<file path="src/rtl/fa_serial_add_ctrl.sv">
// Bit-serial add/subtract sequencer driving one shared external full-adder cell.
// Operands are consumed LSB-first, one bit per clock, with the carry held between bits.
module fa_serial_add_ctrl #(
  parameter int WIDTH = 8,
  parameter int CNT_W = 4
) (
  input  logic             clk,
  input  logic             rst_n,
  input  logic             start,
  input  logic             sub,
  input  logic [WIDTH-1:0] a,
  input  logic [WIDTH-1:0] b,
  input  logic             ci,
  output logic             fa_a,
  output logic             fa_b,
  output logic             fa_ci,
  input  logic             fa_s,
  input  logic             fa_cout,
  output logic             busy,
  output logic             done,
  output logic [WIDTH-1:0] S,
  output logic             cout,
  output logic             ovf
);

  typedef enum logic [1:0] {
    ST_IDLE = 2'd0,
    ST_RUN  = 2'd1,
    ST_DONE = 2'd2
  } state_e;

  state_e             state_q, state_d;
  logic [WIDTH-1:0]   a_sh_q, a_sh_d;
  logic [WIDTH-1:0]   b_sh_q, b_sh_d;
  logic [WIDTH-1:0]   sum_sh_q, sum_sh_d;
  logic [WIDTH-1:0]   s_q, s_d;
  logic [CNT_W-1:0]   bit_cnt_q, bit_cnt_d;
  logic               carry_q, carry_d;
  logic               cout_q, cout_d;
  logic               ovf_q, ovf_d;
  logic               run_s;

  assign run_s = (state_q == ST_RUN);

  // Subtraction is a + ~b + ~borrow_in, so b and the incoming carry are inverted at capture.
  always_comb begin
    state_d   = state_q;
    a_sh_d    = a_sh_q;
    b_sh_d    = b_sh_q;
    sum_sh_d  = sum_sh_q;
    s_d       = s_q;
    bit_cnt_d = bit_cnt_q;
    carry_d   = carry_q;
    cout_d    = cout_q;
    ovf_d     = ovf_q;
    case (state_q)
      ST_IDLE, ST_DONE: begin
        if (start) begin
          a_sh_d    = a;
          b_sh_d    = sub ? ~b : b;
          carry_d   = ci ^ sub;
          bit_cnt_d = {CNT_W{1'b0}};
          sum_sh_d  = {WIDTH{1'b0}};
          state_d   = ST_RUN;
        end else begin
          state_d   = ST_IDLE;
        end
      end
      ST_RUN: begin
        carry_d   = fa_cout;
        sum_sh_d  = {fa_s, sum_sh_q[WIDTH-1:1]};
        a_sh_d    = {1'b0, a_sh_q[WIDTH-1:1]};
        b_sh_d    = {1'b0, b_sh_q[WIDTH-1:1]};
        bit_cnt_d = bit_cnt_q + {{(CNT_W-1){1'b0}}, 1'b1};
        if (bit_cnt_q == CNT_W'(WIDTH-1)) begin
          // carry_q is the carry into the MSB on this final bit
          s_d     = {fa_s, sum_sh_q[WIDTH-1:1]};
          cout_d  = fa_cout;
          ovf_d   = carry_q ^ fa_cout;
          state_d = ST_DONE;
        end else begin
          state_d = ST_RUN;
        end
      end
      default: begin
        state_d = ST_IDLE;
      end
    endcase
  end

  // State and datapath registers.
  always_ff @(posedge clk or negedge rst_n) begin
    if (!rst_n) begin
      state_q   <= ST_IDLE;
      a_sh_q    <= {WIDTH{1'b0}};
      b_sh_q    <= {WIDTH{1'b0}};
      sum_sh_q  <= {WIDTH{1'b0}};
      s_q       <= {WIDTH{1'b0}};
      bit_cnt_q <= {CNT_W{1'b0}};
      carry_q   <= 1'b0;
      cout_q    <= 1'b0;
      ovf_q     <= 1'b0;
    end else begin
      state_q   <= state_d;
      a_sh_q    <= a_sh_d;
      b_sh_q    <= b_sh_d;
      sum_sh_q  <= sum_sh_d;
      s_q       <= s_d;
      bit_cnt_q <= bit_cnt_d;
      carry_q   <= carry_d;
      cout_q    <= cout_d;
      ovf_q     <= ovf_d;
    end
  end

  assign fa_a  = run_s & a_sh_q[0];
  assign fa_b  = run_s & b_sh_q[0];
  assign fa_ci = run_s & carry_q;
  assign busy  = run_s;
  assign done  = (state_q == ST_DONE);
  assign S     = s_q;
  assign cout  = cout_q;
  assign ovf   = ovf_q;

endmodule

</file>
<file path="config.mk">
export PLATFORM = sky130hd
export DESIGN_NAME = fa_serial_add_ctrl
export DESIGN_NICKNAME = d
export VERILOG_FILES = /design/src/rtl/fa_serial_add_ctrl.sv
export SDC_FILE = /design/constraint.sdc
export NUM_CORES = 1
export LEC_CHECK = 0
export CAP_MARGIN = 10
export CORE_MARGIN = 5
export CORE_UTILIZATION = 45
export CTS_CLUSTER_DIAMETER = 60
export DETAILED_ROUTE_END_ITERATION = 10
export HOLD_SLACK_MARGIN = 0.05
export PLACE_DENSITY = 0.76
export SETUP_SLACK_MARGIN = 0.05
export SYNTH_ARGS = -nofsm -noshare
export SYNTH_HDL_FRONTEND = slang
export SYNTH_SLANG_ARGS = --single-unit
</file>
<file path="constraint.sdc">
create_clock -name clk -period 1.6 [get_ports clk]
set_input_delay 0.32 -clock clk [delete_from_list [all_inputs] [get_ports clk]]
set_output_delay 0.32 -clock clk [all_outputs]
set_load 0.01 [all_outputs]
</file>
==> results.toml <==
[outcome]
status = "finished, violations left"
violations = "setup timing"

[critical_path]
crit_path_max_fanout = 7
start_kind = "flop"
crit_type = "reg2out"
critPathCaptureType = "output port"
cp.required_ns = 1.28
crit_arrival_ns = 1.37

[yosys]
syn_nets = 155
yosys.area.top_type_share_pct = 58.2
synth_top_cell_by_area = "dfrtp_1"
synth_area_leaders = "dfrtp_1 58%, a22o_1 9.2%, mux2_2 6.6%"
syn_area_um2 = 1720
netlist_instances = 131
async_reset_ff_share_pct = 100
seq_area_frac_synth_pct = 58.2
synth-edff-count = 0
syn_area_per_cell_um2 = 13.1
yosys_warnings = 0
ys_types = 23
ys_seq_elements = 40
synthFlopType = "dfrtp_1"

[clocking]
clkSinkCount = 40
cts_buffer_depth = 2
htree_levels = 2
cts_tree = "done"
clk-insertion-delay-late_ns = 0.29
holdBufCountCts = 0
cts-root-buf = "clkbuf_8"
clk_pin_slew_worst_paths_ns = 0.07
cts_buffers = 5

[die]
start_util_pct = 46.6
placementRows = 22
dieArea_um2 = 5160
fp.coreArea_um2 = 3690
die_x_um = 71.8
die_h_um = 71.8
ioPinCount = 38

[route]
drtAntennaViolNets = 0
wire_per_inst_um = 15.2
post-route-drc-count = 0
viasPerCell = 5.18
routed_wl_um = 3560
dr.pass1.iters = 4
route.vias.total = 1213
drt_iter0_drc = 72

[timing]
hold_viol = 0
fin_crit_sh_pct = 105
layout_min_cycle_time_ns = 1.69
relSlewSlack_pct = 66.9
final-setup-viol-count = 13
rsz0062_at_grt = "yes"
finalSetupTns_ns = -0.660
tightest_slew_ns = 0.497
fmaxAchievable_mhz = 593
finClkSkew_ns = 0.00301
slew_violations = 0
layout_setup_ws_ns = -0.0871
fin_hold_ws_ns = 0.0787

[placement]
gp_congestion = 0.832
dpl.hpwl_um = 2410
port_buffers = 37

[global_route]
grt_max_degree = 41
grt_first_pass_wirelength_um = 5890
first_global_vias = 1237
track_usage_pct = 14.7
gr-total-overflow = 0
antenna_found_initial = 0

[power]
p_per_area_nw_per_um2 = 1880
leakage_uw = 0.00121
ir_drop_mv = 0.896

[run]
drv_cap = 0

[min_path]
min_path_type = "in2async"

[final_layout]
area_delta_synth_final_pct = 41.6
nNetsFinal = 209
drive_gt1_share_pct = 25.3
antenna_cells = 0
-- final timing paths --
kind                            startpoint         to  slack, ns  cells past startpoint
worst max-delay path            state_q[0]       fa_a      -0.09                      5
worst min-delay path                 rst_n  b_sh_q[4]       0.08                      2
worst max register to register  state_q[1]       S[2]      -0.06                      6
worst min register to register   a_sh_q[2]  a_sh_q[2]       0.48                      1
max in group asynchronous            rst_n       S[4]       1.18                      2
min in group clk                 a_sh_q[2]  a_sh_q[2]       0.48                      1
-- power breakdown --
part	switching [µW]	leakage, µW	internal (µW)
sequential	281	0.000507	1450
combinational	837	0.000650	1330
clock	331	0.0000510	344
-- metrics by stage --
step | util [%] | setup WS (ns) | area, µm² | instances | power [µW]
floorplan | - | 0.121 | 1720 | 131 | 2810
global placement | 60.2 | -0.153 | 2220 | 221 | 3590
detailed placement | 60.2 | -0.161 | 2220 | 221 | 3670
CTS | 64.1 | -0.116 | 2360 | 232 | 4460
global route | 66.0 | -0.151 | 2430 | 234 | 4890
finish | 66.0 | -0.0871 | 2430 | 234 | 4570
-- flip-flops by register name, summed over array words and instances, names as in the netlist --
name / flops
cout: 1
state_q: 2
bit_cnt_q: 4
b_sh_q: 8
carry_q: 1
a_sh_q: 8
sum_sh_q: 7
S: 8
ovf: 1
-- worst max-delay path, cell delays in order, from the launching register on --
cell,delay (ns)
dfrtp_1,0.37
and2b_2,0.21
buf_6,0.14
buf_6,0.11
and2_4,0.14
buf_6,0.11
-- per-layer routing --
metal  part of all wire, %  vias up  track usage (%)  wire, µm
li1                      -      578                -         -
met1                    46      606             18.9      1630
met2                    49       27             23.1      1750
met3                   4.3        2             5.05       153
met4                  0.67        0             5.01        24
met5                     0        -                0         0
-- cell type report --
class	count	area [µm²]
well taps	48	60.1
fillers	292	1250
repair buffers	57	569
multi-input cells	81	711
flip-flops and latches	40	1000
clock buffers	6	82.6
clock inverters	2	10.0
-- synthesized netlist by cell type, types with 3 or more instances --
master,n
a21o_1,7
nor2_1,9
a22o_1,18
a221o_1,8
nand2_1,3
xnor2_1,9
nor2b_1,3
mux2_2,10
dfrtp_1,40
and2_1,3
buf_2,6
-- cell usage in the layout, fill, tap and decap left out, drive strengths merged --
cell	count
and2	3
clkinv	2
nor3b	1
mux2	10
xor2	2
and2b	1
a22o	18
ha	1
nand4	1
o21ai	1
clkbuf	7
clkdlybuf4s50	26
dfrtp	40
xnor2	9
dlygate4sd2	1
dlymetal6s2s	5
a21o	7
nand2b	1
nor2	10
a221o	8
mux2i	2
buf	24
nor2b	3
nand2	3
-- cell families after synthesis --
family,share of synthesized area [%]
DFF,58.2
AOI/OAI and AO/OA,17.2
and+or+nand+nor,7.06
muxes,7.71
xor gates and xnor gates,5.60
buffers and inverters,3.49
adders and majority gates,0.728
-- repair_timing --
item | 4_1_cts | 5_1_grt
cloned | 1 | 0
gates resized for setup | 21 | 21
setup endpoints to repair | 40 | 34
buffers inserted | 2 | 2
pin swaps | 0 | 1
Power figures use the tool's default switching activity.
